## src/rtl/cmm_upsize_pack.sv

```systemverilog
// cmm_upsize_pack: packs RATIO consecutive DWIDTH beats into one registered wide word.
// A beat marked i_last closes the word early. o_keep flags the lanes that hold data.
// Ports:
//   i_clk, rst                       clock, asynchronous active-high reset
//   i_valid, i_data, i_last, o_ready narrow beat input (valid/ready)
//   o_valid, o_data, o_keep, o_last  registered wide word output (valid/ready)
//   i_ready                          downstream accepts the wide word
module cmm_upsize_pack #(
    parameter int DWIDTH = 16,
    parameter int RATIO  = 4,
    parameter int CW     = $clog2(RATIO)
) (
    input  logic                     i_clk,
    input  logic                     rst,
    input  logic                     i_valid,
    input  logic [DWIDTH-1:0]        i_data,
    input  logic                     i_last,
    output logic                     o_ready,
    output logic                     o_valid,
    output logic [DWIDTH*RATIO-1:0]  o_data,
    output logic [RATIO-1:0]         o_keep,
    output logic                     o_last,
    input  logic                     i_ready
);

    localparam int unsigned OW = DWIDTH * RATIO;
    localparam int unsigned AW = DWIDTH * (RATIO - 1);

    logic [CW-1:0]    cnt;
    logic [AW-1:0]    acc_data;
    logic [RATIO-2:0] acc_keep;

    logic             acc_en;
    logic             close;
    logic [OW-1:0]    acc_full;
    logic [RATIO-1:0] keep_full;
    logic [OW-1:0]    word_data;
    logic [RATIO-1:0] word_keep;

    // Accept whenever the output register is empty or draining this cycle.
    assign o_ready = !o_valid || i_ready;
    assign acc_en  = i_valid && o_ready;
    assign close   = acc_en && ((cnt == CW'(RATIO - 1)) || i_last);

    // Pad the accumulator to full width so every lane index stays in range.
    assign acc_full  = {DWIDTH'(0), acc_data};
    assign keep_full = {1'b0, acc_keep};

    // Word formed on a close: held lanes below cnt, the new beat at cnt, zeros above.
    always_comb begin
        word_data = '0;
        word_keep = '0;
        for (int k = 0; k < RATIO; k++) begin
            if (CW'(k) == cnt) begin
                word_data[k*DWIDTH +: DWIDTH] = i_data;
                word_keep[k]                  = 1'b1;
            end else if ((CW'(k) < cnt) && keep_full[k]) begin
                word_data[k*DWIDTH +: DWIDTH] = acc_full[k*DWIDTH +: DWIDTH];
                word_keep[k]                  = 1'b1;
            end
        end
    end

    // Accumulator, lane counter and output register.
    always_ff @(posedge i_clk or posedge rst) begin
        if (rst) begin
            cnt      <= '0;
            acc_data <= '0;
            acc_keep <= '0;
            o_valid  <= 1'b0;
            o_data   <= '0;
            o_keep   <= '0;
            o_last   <= 1'b0;
        end else if (close) begin
            // A close in the same cycle as a drain simply replaces the word.
            o_data   <= word_data;
            o_keep   <= word_keep;
            o_last   <= i_last;
            o_valid  <= 1'b1;
            cnt      <= '0;
            acc_keep <= '0;
        end else begin
            if (o_valid && i_ready) begin
                o_valid <= 1'b0;
            end
            if (acc_en) begin
                for (int k = 0; k < RATIO - 1; k++) begin
                    if (CW'(k) == cnt) begin
                        acc_data[k*DWIDTH +: DWIDTH] <= i_data;
                        acc_keep[k]                  <= 1'b1;
                    end
                end
                cnt <= cnt + CW'(1);
            end
        end
    end

endmodule

```

## config.mk

```make
export PLATFORM = sky130hd
export DESIGN_NAME = cmm_upsize_pack
export DESIGN_NICKNAME = d
export VERILOG_FILES = /design/src/rtl/cmm_upsize_pack.sv
export SDC_FILE = /design/constraint.sdc
export NUM_CORES = 1
export LEC_CHECK = 0
export ABC_AREA = 1
export CORE_AREA = 3 3 111 113
export DETAILED_ROUTE_END_ITERATION = 16
export DIE_AREA = 0 0 114 116
export HOLD_SLACK_MARGIN = 0.05
export PLACE_DENSITY = 0.74
export SYNTH_ARGS = -nofsm -noshare
export SYNTH_HDL_FRONTEND = slang
export SYNTH_SLANG_ARGS = --single-unit
export TNS_END_PERCENT = 1
```

## constraint.sdc

```tcl
create_clock -name i_clk -period 5.5 [get_ports i_clk]
set_input_delay 1.65 -clock i_clk [delete_from_list [all_inputs] [get_ports i_clk]]
set_output_delay 1.65 -clock i_clk [all_outputs]
set_load 0.01 [all_outputs]
```

### Word-level counts from Yosys, hierarchy flattened

Index checks and enable logic that the tools add are counted.
Widths: inputs -> output; s select.

* bits in writable memories: 0
* bits in registers: 123
* bits in latches: 0
* output and inout bits: 71
* input bits: 21
* memories kept: 0
* ROM bits: 0
* logic and storage cells: 64

* magnitude comparators: 3
* mux-type cells: 23
* shift-type cells: 0
* add/sub/neg operators: 1
* div/mod/pow operators: 0
* bitwise logic cells: 1
* multiply operators: 0
* reductions and logical operators: 21
* eq/ne operators: 4

Operators with widths (count)
* $mux 16: 7
* $mux 1: 12
* $reduce_bool 2->1: 5
* $reduce_and 3->1: 3
* $logic_and 1x1->1: 6
* $mux 3: 2
* $reduce_and 2->1: 3
* $eq 2x2->1 const A: 2
* $lt 1x2->1 const A: 2
* $mux 2: 2
* $add 2x1->2 const B: 1
* $eq 1x2->1 const A: 1
* $eq 2x2->1 const B: 1
* $logic_not 2->1: 1
* $logic_or 1x1->1: 2
* $lt 2x2->1 const A: 1
* $logic_not 1->1: 1
* $not 1->1: 1

### Logic depth before layout (Yosys ltp)

* depth in word-level cells: 6
* gate-level depth with buffers: 9
* gate-level depth less buffers: 7

### Worst setup path after synthesis

Ideal clock, no wire load.

* path kind: input -> output
* start: in i_ready
* end: out o_ready
* data arrival time: 1.813 ns
* required time: 3.850 ns
* stages: 2
* setup slack: 2.037 ns
* buffers on the path: 0
* path through: inv_1 > nand2_2

* cells in the longest elaborated chain, start to end: 1

RTL lines
* start, declared: line 23 `input logic i_ready`
* $logic_or 1x1->1: line 41 `assign o_ready = !o_valid || i_ready;`
* end, declared: line 18 `output logic o_ready,`

Every way passes these cells.

### Worst setup path after layout

Ends and elaborated chain as after synthesis.

==> flow_summary.toml <==
[power_and_ir_drop]
p_per_area_nw_per_um2 = 448
worst_ir_drop_on_vdd_mv = 0.270
power.leakage_nw = 4.06

[detailed_routing]
drc = 0
vias = 5098
detail_route.iter0.violations = 500
wirelength_um = 14700
routedWlPerCell_um = 15.0
antenna_left = 0
detailedRoute.firstPassIterationCount = 6
viasPerCell = 5.19

[run_status]
status = "finished, final reports clean"

[placed_design]
numPlacedInstances = 955
hpwlAfterDp_um = 9590
globalplace.congestion = 0.845
place.port_buffers = 91

[critical_path]
worstPathMaxFanout = 9
setup.reg_to_reg.worst_slack_ns = 2.89
critical_path.reg2reg.startpoint = "cnt[1]"
maximum_cell_stage_delay_along_the_critical_path_ns = 0.57
worst_ep_required_time_ns = 3.85
reg2regPathDepth = 6
crit_path_end_kind = "output pin"
critical-path-top-delay-family = "buffers and inverters"
instance_count_on_the_critical_path = 4
reg2reg_to = "o_data[42]"
worst-path-buf-inv = 3
setup.worst_path.start_class = "input port"
worst_ep_arrival_time_ns = 2.87
path_cells = "clkdlybuf4s50_1, inv_1, nand2_2, clkdlybuf4s50_1"
timing.critical_path.slowest_stage_cell = "sky130_fd_sc_hd__clkdlybuf4s50_1"
path_class = "input port to output pin"
crit_end = "o_ready"
critical-path-top-cell-by-count = "sky130_fd_sc_hd__clkdlybuf4s50_1"
critPathLaunch = "i_ready"

[global_route]
grt_antenna_before_repair = 0
globalRouteTotalUtil = 0.235
via_count_of_the_first_global_routing_pass = 4884
overflow = 0
wire_length_of_the_first_global_routing_pass_um = 24200
grt_max_degree = 79

[cts]
cts.reportedPaths.clkPinSlew_ns = 0.05
h-tree-depth = 4
cts_resized = 0
cts_sink_cnt = 123
cts_setup_buffers = 0
postCtsHoldBufs = 0
clk-insertion-delay-late_ns = 0.41
clock_tree.buffer_depth = 2
cts_root_buf = "sky130_fd_sc_hd__clkbuf_16"
cts_inserted_buffers = 17
tritoncts = "yes"

[sta]
headroom_to_the_max_slew_limit = 0.362
tightest_pin_transition_ns = 0.957
setup_violations = 0
timing.setup.tns_ns = 0
slew_viol_final = 0
finalHoldViolCount = 0
fmaxAchievable_mhz = 221
rsz_0062_raised_after_global_routing = "false"
min_period_ns = 4.52
fin_crit_sh = 0.822
timing.clock.skew_ns = 0.0120

[yosys]
most_frequent_cell_after_synthesis = "sky130_fd_sc_hd__nand2_1"
syn_area_per_cell_um2 = 7.51
syn-num-nets = 778
syn_inst = 752
syn-cell-area_um2 = 5640
synth_area_leader_cell = "sky130_fd_sc_hd__dfrtp_1"
synth_flop_cell = "sky130_fd_sc_hd__dfrtp_1"
synth-seq-area-share = 0.545
async_flop_share = 1.00
yosys.area.top_type_share = 0.545
yosys_warnings = 0
synth_cell_types = 16
top_post_synthesis_cells_by_area = "sky130_fd_sc_hd__dfrtp_1, sky130_fd_sc_hd__nand2_1, sky130_fd_sc_hd__inv_1, sky130_fd_sc_hd__nand3_1, sky130_fd_sc_hd__o21ai_0"
synth-edff-count = 0
yosys_register_bits = 123
synth_common_cells = "sky130_fd_sc_hd__nand2_1, sky130_fd_sc_hd__dfrtp_1, sky130_fd_sc_hd__inv_1"

[floorplanning]
row_count = 39
std_cell_core_area_um2 = 11400
io_pins = 92
die_h_um = 116
floorplan.initialDensity = 0.494
dieArea_um2 = 13200
die_x_um = 114

[layout]
utilization_after_layout = 0.621
drive_gt1_frac = 0.0440
final_cell_count_no_fill = 983
diodes = 0
area_delta_synth_final_pct = 25.6
fin_nets = 857
n_fill_cell = 1022

[hold_path]
instance_count_along_the_most_critical_hold_path = 2
worst_hold_path_type = "flip-flop to flip-flop"

[flow_run]
max-cap-violations = 0
per-layer routing:
metal | GRT usage | vias up | wire length [um]
li1 | - | 2423 | -
met1 | 0.308 | 2458 | 6340
met2 | 0.380 | 190 | 7000
met3 | 0.0470 | 27 | 944
met4 | 0.105 | 0 | 456
met5 | 0 | - | 0
kinds of logic after synthesis:
| logic type | share of synthesized area |
|---|---|
| adders and majority gates | 0.0111 |
| DFF | 0.545 |
| buffers and inverters | 0.0729 |
| AOI/OAI and AO/OA | 0.0293 |
| and+or+nand+nor | 0.341 |
area by class of cell:
type                    instances  area [um^2]  area share
multi-input cells             530         2150       0.304
flip-flops and latches        123         3080       0.434
clock inverters                 4         20.0     0.00282
clock buffers                  24          472      0.0665
well taps                     143          179      0.0252
inverters                      63          239      0.0337
repair buffers                 96          948       0.134
report_power, final:
part           internal [mW]  switching, mW
registers               1.19          0.169
clock network          0.584          0.361
logic                  0.379          0.496
total                   2.15           1.03
stage by stage:
| stage | setup slack, ns | area (um^2) | hold slack (ns) | total power, mW |
|---|---|---|---|---|
| floorplan | 0.579 | 5640 | 0.442 | 1.86 |
| global placement | 0.994 | 6600 | 0.452 | 2.20 |
| detailed placement | 0.989 | 6600 | 0.458 | 2.25 |
| CTS | 0.980 | 7090 | 0.471 | 3.20 |
| global route | 0.949 | 7090 | 0.482 | 3.39 |
| finish | 0.977 | 7090 | 0.467 | 3.18 |
tightest hold or removal path, stage by stage (launching register included):
cell and delay (ns):
sky130_fd_sc_hd__dfrtp_1 0.33, sky130_fd_sc_hd__nand2_1 0.05, sky130_fd_sc_hd__nand2_1 0.05
flip-flops by register name (all words and copies together) (netlist names):
register	count
acc_data	48
o_valid	1
acc_keep	3
o_data	64
o_keep	4
cnt	2
o_last	1
placed cells by master (no fill, tap or decap), types with 3 or more instances in the layout:
master / n
sky130_fd_sc_hd__dfrtp_1: 123
sky130_fd_sc_hd__clkbuf_16: 17
sky130_fd_sc_hd__clkdlybuf4s50_1: 91
sky130_fd_sc_hd__o21ai_0: 33
sky130_fd_sc_hd__nand3_1: 35
sky130_fd_sc_hd__nand2_2: 3
sky130_fd_sc_hd__buf_4: 5
sky130_fd_sc_hd__ha_1: 5
sky130_fd_sc_hd__nand2_1: 448
sky130_fd_sc_hd__clkbuf_1: 5
sky130_fd_sc_hd__clkinv_2: 4
sky130_fd_sc_hd__inv_1: 58
sky130_fd_sc_hd__nand4_1: 3
how the worst min path moves through the flow:
stage                       from      endpoint  slack (ns)
floorplan           acc_data[16]  acc_data[16]        0.44
global placement       o_data[0]     o_data[0]        0.45
detailed placement        o_last        o_last        0.46
CTS                    o_keep[3]     o_keep[3]        0.47
global route           o_data[6]     o_data[6]        0.48
finish                o_data[28]    o_data[28]        0.47
(Power assumes the default switching activity.)
